$ cat src/rtl/sseg_scan_capture.sv
// -----------------------------------------------------------------------------
// sseg_scan_capture
//   Receiving end of a multiplexed 7-segment display bus. It samples the
//   scanned anode/segment lines and waits for each digit to dwell long enough
//   to be trusted. It then decodes the digit back to BCD and assembles one
//   signed result per full scan frame (units, tens, sign, unused digit).
//
// Ports
//   clk          in   1  system clock
//   reset        in   1  asynchronous, active-high reset
//   SSeg         in   7  segment lines, SSeg[0]=a ... SSeg[6]=g
//   an           in   4  anode lines: [0]=units [1]=tens [2]=sign [3]=unused
//   value        out  7  magnitude of the last frame, tens*10+units
//   neg          out  1  sign of the last frame (1 = minus shown)
//   valid        out  1  one-cycle pulse when value/neg are updated
//   err          out  1  one-cycle pulse on an illegal pattern or short frame
//   o_dbg_state  out  2  current FSM state (0=SYNC, 1=COLLECT, 2=PUBLISH)
//
// Handshake: there is no back-pressure. valid and err are single-cycle
// strobes. They are never high together. value/neg are stable whenever valid
// is high and hold until the next valid.
// -----------------------------------------------------------------------------
module sseg_scan_capture #(
  parameter int STABLE_CYCLES  = 4,
  parameter bit AN_ACTIVE_LOW  = 1'b1,
  parameter bit SEG_ACTIVE_LOW = 1'b1
) (
  input  logic       clk,
  input  logic       reset,
  input  logic [6:0] SSeg,
  input  logic [3:0] an,
  output logic [6:0] value,
  output logic       neg,
  output logic       valid,
  output logic       err,
  output logic [1:0] o_dbg_state
);

  typedef enum logic [1:0] {
    ST_SYNC    = 2'd0,
    ST_COLLECT = 2'd1,
    ST_PUBLISH = 2'd2
  } state_t;

  // Counter saturates one above the capture point, so a dwell captures once.
  localparam int             CW      = $clog2(STABLE_CYCLES + 1);
  localparam logic [CW-1:0]  CNT_CAP = CW'(STABLE_CYCLES - 1);
  localparam logic [CW-1:0]  CNT_MAX = CW'(STABLE_CYCLES);

  // Normalised inputs: 1 = digit enabled / segment lit.
  logic [3:0] w_an_n;
  logic [6:0] w_seg_n;
  assign w_an_n  = an   ^ {4{AN_ACTIVE_LOW}};
  assign w_seg_n = SSeg ^ {7{SEG_ACTIVE_LOW}};

  logic [3:0]    r_an, r_prev_an;
  logic [6:0]    r_seg, r_prev_seg;
  logic [CW-1:0] r_cnt;
  logic          w_same;
  logic          w_onehot;
  logic          w_cap;

  assign w_same   = ({r_an, r_seg} == {r_prev_an, r_prev_seg});
  assign w_onehot = (r_prev_an != 4'd0) && ((r_prev_an & (r_prev_an - 4'd1)) == 4'd0);
  // At the capture point r_prev holds a sample that belongs to the stable run.
  assign w_cap    = (r_cnt == CNT_CAP) && w_onehot;

  always_ff @(posedge clk or posedge reset) begin
    if (reset) begin
      r_an       <= '0;
      r_seg      <= '0;
      r_prev_an  <= '0;
      r_prev_seg <= '0;
      r_cnt      <= '0;
    end else begin
      r_an       <= w_an_n;
      r_seg      <= w_seg_n;
      r_prev_an  <= r_an;
      r_prev_seg <= r_seg;
      if (!w_same)
        r_cnt <= '0;
      else if (r_cnt != CNT_MAX)
        r_cnt <= r_cnt + 1'b1;
    end
  end

  // Segment decode of the captured sample, pattern listed as {g..a}.
  logic [3:0] w_dig;
  logic       w_is_dig, w_is_blank, w_is_minus;
  always_comb begin
    w_dig      = 4'd0;
    w_is_dig   = 1'b1;
    w_is_blank = 1'b0;
    w_is_minus = 1'b0;
    case (r_prev_seg)
      7'b0111111: w_dig = 4'd0;
      7'b0000110: w_dig = 4'd1;
      7'b1011011: w_dig = 4'd2;
      7'b1001111: w_dig = 4'd3;
      7'b1100110: w_dig = 4'd4;
      7'b1101101: w_dig = 4'd5;
      7'b1111101: w_dig = 4'd6;
      7'b0000111: w_dig = 4'd7;
      7'b1111111: w_dig = 4'd8;
      7'b1101111: w_dig = 4'd9;
      7'b0000000: begin w_is_dig = 1'b0; w_is_blank = 1'b1; end
      7'b1000000: begin w_is_dig = 1'b0; w_is_minus = 1'b1; end
      default:    w_is_dig = 1'b0;
    endcase
  end

  // Digit position from the one-hot anode, and per-position legality.
  logic [1:0] w_k;
  logic       w_legal;
  always_comb begin
    w_k = 2'd0;
    case (r_prev_an)
      4'b0010: w_k = 2'd1;
      4'b0100: w_k = 2'd2;
      4'b1000: w_k = 2'd3;
      default: w_k = 2'd0;
    endcase
    w_legal = 1'b0;
    case (w_k)
      2'd0:    w_legal = w_is_dig;
      2'd1:    w_legal = w_is_dig | w_is_blank;
      2'd2:    w_legal = w_is_blank | w_is_minus;
      default: w_legal = w_is_blank;
    endcase
  end

  state_t     r_state;
  logic [3:0] r_mask;
  logic [3:0] r_units;
  logic [3:0] r_units_new;
  logic [3:0] r_tens;
  logic       r_neg_slot;
  logic [6:0] w_tens_x10;

  assign w_tens_x10  = ({3'b000, r_tens} << 3) + ({3'b000, r_tens} << 1);
  assign o_dbg_state = r_state;

  always_ff @(posedge clk or posedge reset) begin
    if (reset) begin
      r_state     <= ST_SYNC;
      r_mask      <= '0;
      r_units     <= '0;
      r_units_new <= '0;
      r_tens      <= '0;
      r_neg_slot  <= 1'b0;
      value       <= '0;
      neg         <= 1'b0;
      valid       <= 1'b0;
      err         <= 1'b0;
    end else begin
      valid <= 1'b0;
      err   <= 1'b0;
      case (r_state)
        ST_SYNC: begin
          if (w_cap) begin
            if (!w_legal) begin
              err    <= 1'b1;
              r_mask <= '0;
            end else if (w_k == 2'd0) begin
              r_units <= w_dig;
              r_mask  <= 4'b0001;
              r_state <= ST_COLLECT;
            end
          end
        end
        ST_COLLECT: begin
          if (w_cap) begin
            if (!w_legal) begin
              err     <= 1'b1;
              r_mask  <= '0;
              r_state <= ST_SYNC;
            end else if (w_k == 2'd0) begin
              if (r_mask == 4'b1111) begin
                // Keep the frame's units until the publish cycle has used it.
                r_units_new <= w_dig;
                r_state     <= ST_PUBLISH;
              end else begin
                err     <= 1'b1;
                r_units <= w_dig;
                r_mask  <= 4'b0001;
              end
            end else begin
              if (w_k == 2'd1) r_tens     <= w_is_blank ? 4'd0 : w_dig;
              if (w_k == 2'd2) r_neg_slot <= w_is_minus;
              r_mask[w_k] <= 1'b1;
            end
          end
        end
        ST_PUBLISH: begin
          // Dwell is at least STABLE_CYCLES long, so no capture lands here.
          value   <= w_tens_x10 + {3'b000, r_units};
          neg     <= r_neg_slot;
          valid   <= 1'b1;
          r_units <= r_units_new;
          r_mask  <= 4'b0001;
          r_state <= ST_COLLECT;
        end
        default: r_state <= ST_SYNC;
      endcase
    end
  end

endmodule
$ cat config.mk
export PLATFORM = sky130hd
export DESIGN_NAME = sseg_scan_capture
export DESIGN_NICKNAME = d
export VERILOG_FILES = /design/src/rtl/sseg_scan_capture.sv
export SDC_FILE = /design/constraint.sdc
export NUM_CORES = 1
export LEC_CHECK = 0
export ABC_CLOCK_PERIOD_IN_PS = 3500
export CORE_MARGIN = 1.5
export CORE_UTILIZATION = 58
export DETAILED_ROUTE_END_ITERATION = 16
export GPL_TIMING_DRIVEN = 1
export PLACE_DENSITY_LB_ADDON = 0.25
export SYNTH_ARGS = -nofsm -noshare
export SYNTH_HDL_FRONTEND = slang
export SYNTH_SLANG_ARGS = --single-unit
$ cat constraint.sdc
create_clock -name clk -period 3.5 [get_ports clk]
set_input_delay 0.35 -clock clk [delete_from_list [all_inputs] [get_ports clk]]
set_output_delay 0.35 -clock clk [all_outputs]
set_load 0.02 [all_outputs]
==> impl_metrics.tcl, run 1 <==
set metrics [dict create \
    status "complete, no violations" \
    clock-sinks 54 \
    synth_seq_cells 54 \
    yosysWarnings 0 \
    grt_usage 0.204 \
    crit_required_ns 3.71 \
    cts_setup_buffers 0 \
    portBuffers 24 \
    hold_viol_final 0 \
    wl_per_cell_um 13.5 \
    ys_seq_area_frac 0.462 \
    gp_congestion 0.856 \
    rsz0062_at_grt "no" \
    maxCapViolations 0 \
    path_cells "xnor2_1 > nor3_2 > inv_1 > ha_1 > nor2_1 > a31oi_1 > a2111oi_0 > or3_1 > or4_4 > o31ai_4" \
    p_int_mw 0.830 \
    ys.flop_type "dfrtp_1" \
    row_count 25 \
    synth_cell_types 49 \
    drtIter0Drc 107 \
    grt_pass1_vias 1919 \
    final_nets 322 \
    async_reset_ff_frac 1.00 \
    via_per_inst 5.47 \
    ctsResizeCount 0 \
    dp_hpwl_mm 3.57 \
    floorplan.initialDensity 0.611 \
    slew_headroom 0.494 \
    cts_buffers 5 \
    antenna_found_initial 0 \
    skew_ns 0.00965 \
    synth_compound_area_frac 0.101 \
    synthAdderAreaFrac 0.0950 \
    p_leak_nw 1.56 \
    period_share 0.850 \
    clock_latency_ns 0.29 \
    path_buf_inv 1 \
    min_path_type "reg2reg" \
    synth.mux.area_fraction 0.0945 \
    clockBufferDepth 2 \
    clk_pin_slew_ns 0.09 \
    synth_edf_count 0 \
    drive_gt1_frac 0.131 \
    critPathTopFamily "simple AND/OR/NAND/NOR gates" \
    max-vdd-ir-drop_v 0.000266 \
    die_h_um 74.0 \
    fmax_ghz 0.336 \
    syn_to_final_growth_pct 12.2 \
    fin_tns_setup_ns 0 \
    worst_slew_pin_slew_ns 0.753 \
    place_ws_ns 0.573 \
    power_frac_comb 0.073 \
    slowest_delay_ns 0.49 \
    grt_max_degree 36 \
    io_pins 25 \
    crit_fanout 11 \
    cp-end-kind "flop" \
    cts_root_buf "clkbuf_8" \
    synth_top_family_by_area "simple AND/OR/NAND/NOR gates" \
    finalNonFillerCells 356 \
    slowest_stage "or3_1" \
    post-route-util 0.686 \
    critPathKind "reg2reg" \
    htreeDepth 2 \
    setup_viol 0 \
    drc 0 \
    fin_crit_ns 2.98 \
    p_sw_frac 0.230 \
    p_per_area_nw_per_um2 328 \
    avgSynthCellArea_um2 10.9 \
    ant_nets 0 \
    die_area_um2 5480 \
    dr.pass1.iters 4 \
    timing.hold.ws_ns 0.396 \
    clock_power_share 0.320 \
    switching_power_mw 0.248 \
    drv_slew 0 \
    synth_nets 302 \
    core_um2 4790 \
    setup_ws_ns 0.524 \
    synthesis.instances 268 \
    gr-total-overflow 0 \
    synthSimpleGateAreaFrac 0.130 \
    synthXorXnorAreaFrac 0.0539 \
    cts_tree "done" \
    placed_cells 348 \
    num_antenna_cells 0 \
    cp-start-kind "flop" \
    arrival_ns 3.19 \
    dieWidth_um 74.0 \
    syn_area_um2 2930 \
    seq_power_share 0.608 \
    num_vias 1946 \
    grt_pass1_wl_mm 8.51 \
    totalWireLength_mm 4.80 \
    hold_buffers 0 \
]
==> placed cells by master (no fill, tap or decap), drive strengths merged, types with 2 or more instances in the layout <==
cell | netlist | layout
a2111oi | 2 | 2
a21o | 5 | 5
a21oi | 10 | 10
a22oi | 2 | 2
a31oi | 2 | 2
and3 | 2 | 2
clkbuf | 4 | 7
clkdlybuf4s50 | 0 | 24
dfrtp | 54 | 54
fa | 2 | 2
ha | 19 | 19
inv | 32 | 32
mux2 | 20 | 20
mux2i | 4 | 4
nand2 | 15 | 15
nand3 | 4 | 4
nor2 | 18 | 18
nor3 | 11 | 11
nor3b | 3 | 3
nor4 | 7 | 7
o21ai | 7 | 7
o22a | 3 | 3
o31ai | 2 | 2
or4 | 2 | 2
xnor2 | 7 | 7
xor2 | 11 | 11
==> per-layer routing <==
metal  global-route usage  wire, µm  up-vias
li1                     -         -      965
met1                0.299      2300      938
met2                0.307      2310       39
met3               0.0393       153        4
met4               0.0679        41        0
met5                    0         0        -
==> stage by stage <==
step	power, mW	instance area, µm²
floorplan	0.721	2930
global placement	0.743	3190
detailed placement	0.746	3190
CTS	1.09	3280
global route	1.13	3280
finish	1.08	3280
==> state kept, by name, indices dropped and copies added, names as in the netlist, 2 cells and up <==
register / cells
o_dbg_state: 2
r_prev_an: 4
r_units: 4
r_units_new: 4
r_seg: 7
r_mask: 4
r_an: 4
r_prev_seg: 7
value: 7
r_tens: 4
r_cnt: 3
==> kinds of logic after synthesis <==
| logic type | count (synthesis) |
|---|---|
| buf+inv | 44 |
| compound gates | 40 |
| mux | 24 |
| xor+xnor | 18 |
| simple gates | 67 |
| fa+ha+maj | 21 |
| flops | 54 |
==> synthesized netlist by cell type, types with 4 or more instances <==
master | n | area share
dfrtp_1 | 54 | 0.46
inv_1 | 31 | 0.040
ha_1 | 19 | 0.081
nor2_1 | 18 | 0.023
nand2_1 | 15 | 0.019
mux2_2 | 14 | 0.054
xor2_1 | 11 | 0.033
a21oi_1 | 9 | 0.015
nor3_1 | 7 | 0.012
xnor2_1 | 7 | 0.021
nor4_1 | 6 | 0.013
o21ai_0 | 6 | 0.010
a21o_1 | 5 | 0.013
buf_2 | 5 | 0.0086
clkbuf_1 | 4 | 0.0051
mux2i_1 | 4 | 0.014
nand3_1 | 4 | 0.0068
==> worst reg2reg max path, stage by stage, from the launching register on <==
cell       delay (ns)
dfrtp_1          0.47
xnor2_1          0.26
nor3_2           0.11
inv_1            0.10
ha_1             0.42
nor2_1           0.12
a31oi_1          0.21
a2111oi_0        0.09
or3_1            0.49
or4_4            0.46
o31ai_4          0.16
==> area by class of cell <==
| cell class | count | area, µm² |
|---|---|---|
| clock buffer | 7 | 86.3 |
| sequential | 54 | 1350 |
| clock inverter | 1 | 5.00 |
| timing repair buffer | 25 | 248 |
| multi-input combinational | 170 | 1390 |
| inverter | 32 | 120 |
| fill | 382 | 1500 |
| tap | 67 | 83.8 |
==> power groups by stage <==
stage	logic, mW	clock network (mW)	registers (mW)
2_1_floorplan	0.0654	0	0.656
6_report	0.0782	0.345	0.655
4_1_cts	0.0789	0.359	0.655
5_1_grt	0.0889	0.381	0.658
3_5_place_dp	0.0785	0	0.668
3_3_place_gp	0.0761	0	0.667
==> worst paths after layout <==
kind / start / end / slack [ns] / cells after the start
min: r_seg[0] / r_prev_seg[0] / 0.40 / 0
min in group asynchronous: reset / value[5] / 0.49 / 2
min reg2reg: r_seg[0] / r_prev_seg[0] / 0.40 / 0
max in group asynchronous: reset / r_an[0] / 2.26 / 3
max: r_prev_an[3] / r_mask[1] / 0.52 / 10
max reg2reg: r_prev_an[3] / r_mask[1] / 0.52 / 10
(Power assumes the default switching activity.)
==> run 2: changes to the inputs <==
--- a/config.mk
+++ b/config.mk
@@ -7,7 +7,7 @@
 export LEC_CHECK = 0
 export ABC_CLOCK_PERIOD_IN_PS = 3500
 export CORE_MARGIN = 1.5
-export CORE_UTILIZATION = 58
+export CORE_UTILIZATION = 40
 export DETAILED_ROUTE_END_ITERATION = 16
 export GPL_TIMING_DRIVEN = 1
 export PLACE_DENSITY_LB_ADDON = 0.25
==> impl_metrics.tcl, run 2 (synthesis gave the netlist of run 1 again) <==
set metrics [dict create \
    ant_nets 0 \
    setup_viol 0 \
    num_vias 1912 \
    drive_gt1_frac 0.128 \
    placed_cells 377 \
    critPathKind "reg2reg" \
    fin_tns_setup_ns 0 \
    wl_per_cell_um 13.3 \
    fin_crit_ns 3.01 \
    clock-sinks 54 \
    finalNonFillerCells 385 \
    ctsResizeCount 0 \
    io_pins 25 \
    switching_power_mw 0.254 \
    largestRegisters "r_prev_seg x7, r_seg x7, value x7" \
    portBuffers 24 \
    die_area_um2 7830 \
    crit_required_ns 3.72 \
    timing.rr.end "r_mask[1]" \
    num_antenna_cells 0 \
    cts_tree "done" \
    final_common_cell "dfrtp_1" \
    grt_usage 0.148 \
    arrival_ns 3.23 \
    rsz0062_at_grt "no" \
    cp-start-kind "flop" \
    totalWireLength_mm 5.13 \
    clk_pin_slew_ns 0.09 \
    status "complete, no violations" \
    min_path_type "reg2reg" \
    p_per_area_nw_per_um2 341 \
    min_to "r_prev_an[0]" \
    floorplan.initialDensity 0.421 \
    clock_power_share 0.355 \
    hold_buffers 0 \
    dieWidth_um 88.5 \
    drc 0 \
    dp_hpwl_mm 3.79 \
    drtIter0Drc 40 \
    drv_slew 0 \
    clockBufferDepth 2 \
    gp_congestion 0.889 \
    hold_viol_final 0 \
    cp-end-kind "flop" \
    max-vdd-ir-drop_v 0.000162 \
    antenna_found_initial 0 \
    layout_common_cells "54 x dfrtp_1, 30 x inv_1, 24 x clkdlybuf4s50_1, 19 x ha_1, 18 x nor2_1" \
    dr.pass1.iters 4 \
    slew_headroom 0.471 \
    p_leak_nw 1.56 \
    syn_to_final_growth_pct 13.9 \
    worst_slew_pin_slew_ns 0.793 \
    cts_setup_buffers 0 \
    cts_root_buf "clkbuf_8" \
    clock_latency_ns 0.30 \
    grt_pass1_wl_mm 8.89 \
    min-delay-start "r_an[0]" \
    rr_startpoint "r_prev_an[3]" \
    reg2reg_slack_ns 0.49 \
    core_um2 6940 \
    maxCapViolations 0 \
    via_per_inst 4.97 \
    crit_fanout 11 \
    p_sw_frac 0.223 \
    fmax_ghz 0.332 \
    power_frac_comb 0.068 \
    seq_power_share 0.576 \
    row_count 30 \
    die_h_um 88.5 \
    grt_pass1_vias 1975 \
    skew_ns 0.00860 \
    cts_buffers 5 \
    p_int_mw 0.884 \
    htreeDepth 2 \
    fillCellCount 624 \
    min_path_cells 0 \
    r2r_cells 10 \
    final_nets 322 \
    grt_max_degree 39 \
    period_share 0.860 \
    gr-total-overflow 0 \
    timing.hold.ws_ns 0.401 \
]
==> run 2: how the worst max path moves through the flow <==
stage                 start        end  cells past startpoint
6_report       r_prev_an[3]  r_mask[1]                     10
2_1_floorplan  r_prev_an[3]  r_mask[1]                     12
5_1_grt        r_prev_an[3]  r_mask[1]                     10
4_1_cts        r_prev_an[3]  r_mask[1]                     10
3_3_place_gp   r_prev_an[3]  r_mask[1]                     10
3_5_place_dp   r_prev_an[3]  r_mask[1]                     10
==> run 2: routing by layer <==
metal / global-route usage / part of all wire / vias up
met5: 0 / 0 / -
li1: - / - / 956
met3: 0.0252 / 0.024 / 6
met4: 0.0668 / 0.015 / 0
met1: 0.188 / 0.49 / 918
met2: 0.248 / 0.47 / 32
==> run 2: layout make-up <==
type,instances,area (µm²),area share
repair buffers,25,248,0.0743
multi-input cells,170,1390,0.416
clock buffers,7,76.3,0.0229
well taps,96,120,0.0360
inverters,32,120,0.0360
clock inverters,1,30.0,0.00901
flip-flops and latches,54,1350,0.405
==> run 2: stage by stage <==
| step | cell area (µm²) | setup slack (ns) | util | power (mW) |
|---|---|---|---|---|
| 4_1_cts | 3330 | 0.503 | 0.480 | 1.16 |
| 5_1_grt | 3330 | 0.245 | 0.480 | 1.20 |
| 6_report | 3330 | 0.491 | 0.480 | 1.14 |
| 2_1_floorplan | 2930 | 0.698 | - | 0.721 |
| 3_3_place_gp | 3230 | 0.683 | 0.465 | 0.745 |
| 3_5_place_dp | 3230 | 0.551 | 0.465 | 0.747 |
==> run 2: power by group through the flow <==
stage               Sequential [mW]  Clock (mW)  Combinational [mW]
global route                  0.658       0.450              0.0893
finish                        0.656       0.405              0.0777
detailed placement            0.668           0              0.0785
CTS                           0.656       0.425              0.0788
floorplan                     0.656           0              0.0654
global placement              0.667           0              0.0773
==> run 2: critical path, stage by stage (launching register included) <==
cell and delay, ns:
dfrtp_1 0.47, xnor2_1 0.27, nor3_2 0.11, inv_1 0.10, ha_1 0.42, nor2_1 0.12, a31oi_1 0.21, a2111oi_0 0.10
or3_1 0.49, or4_4 0.46, o31ai_4 0.17
==> run 3: changes to the inputs <==
--- a/config.mk
+++ b/config.mk
@@ -14,3 +14,4 @@
 export SYNTH_ARGS = -nofsm -noshare
 export SYNTH_HDL_FRONTEND = slang
 export SYNTH_SLANG_ARGS = --single-unit
+export TNS_END_PERCENT = 10
==> results of run 3 <==
No change in the layout: final DEF, timing and power equal those of run 2.
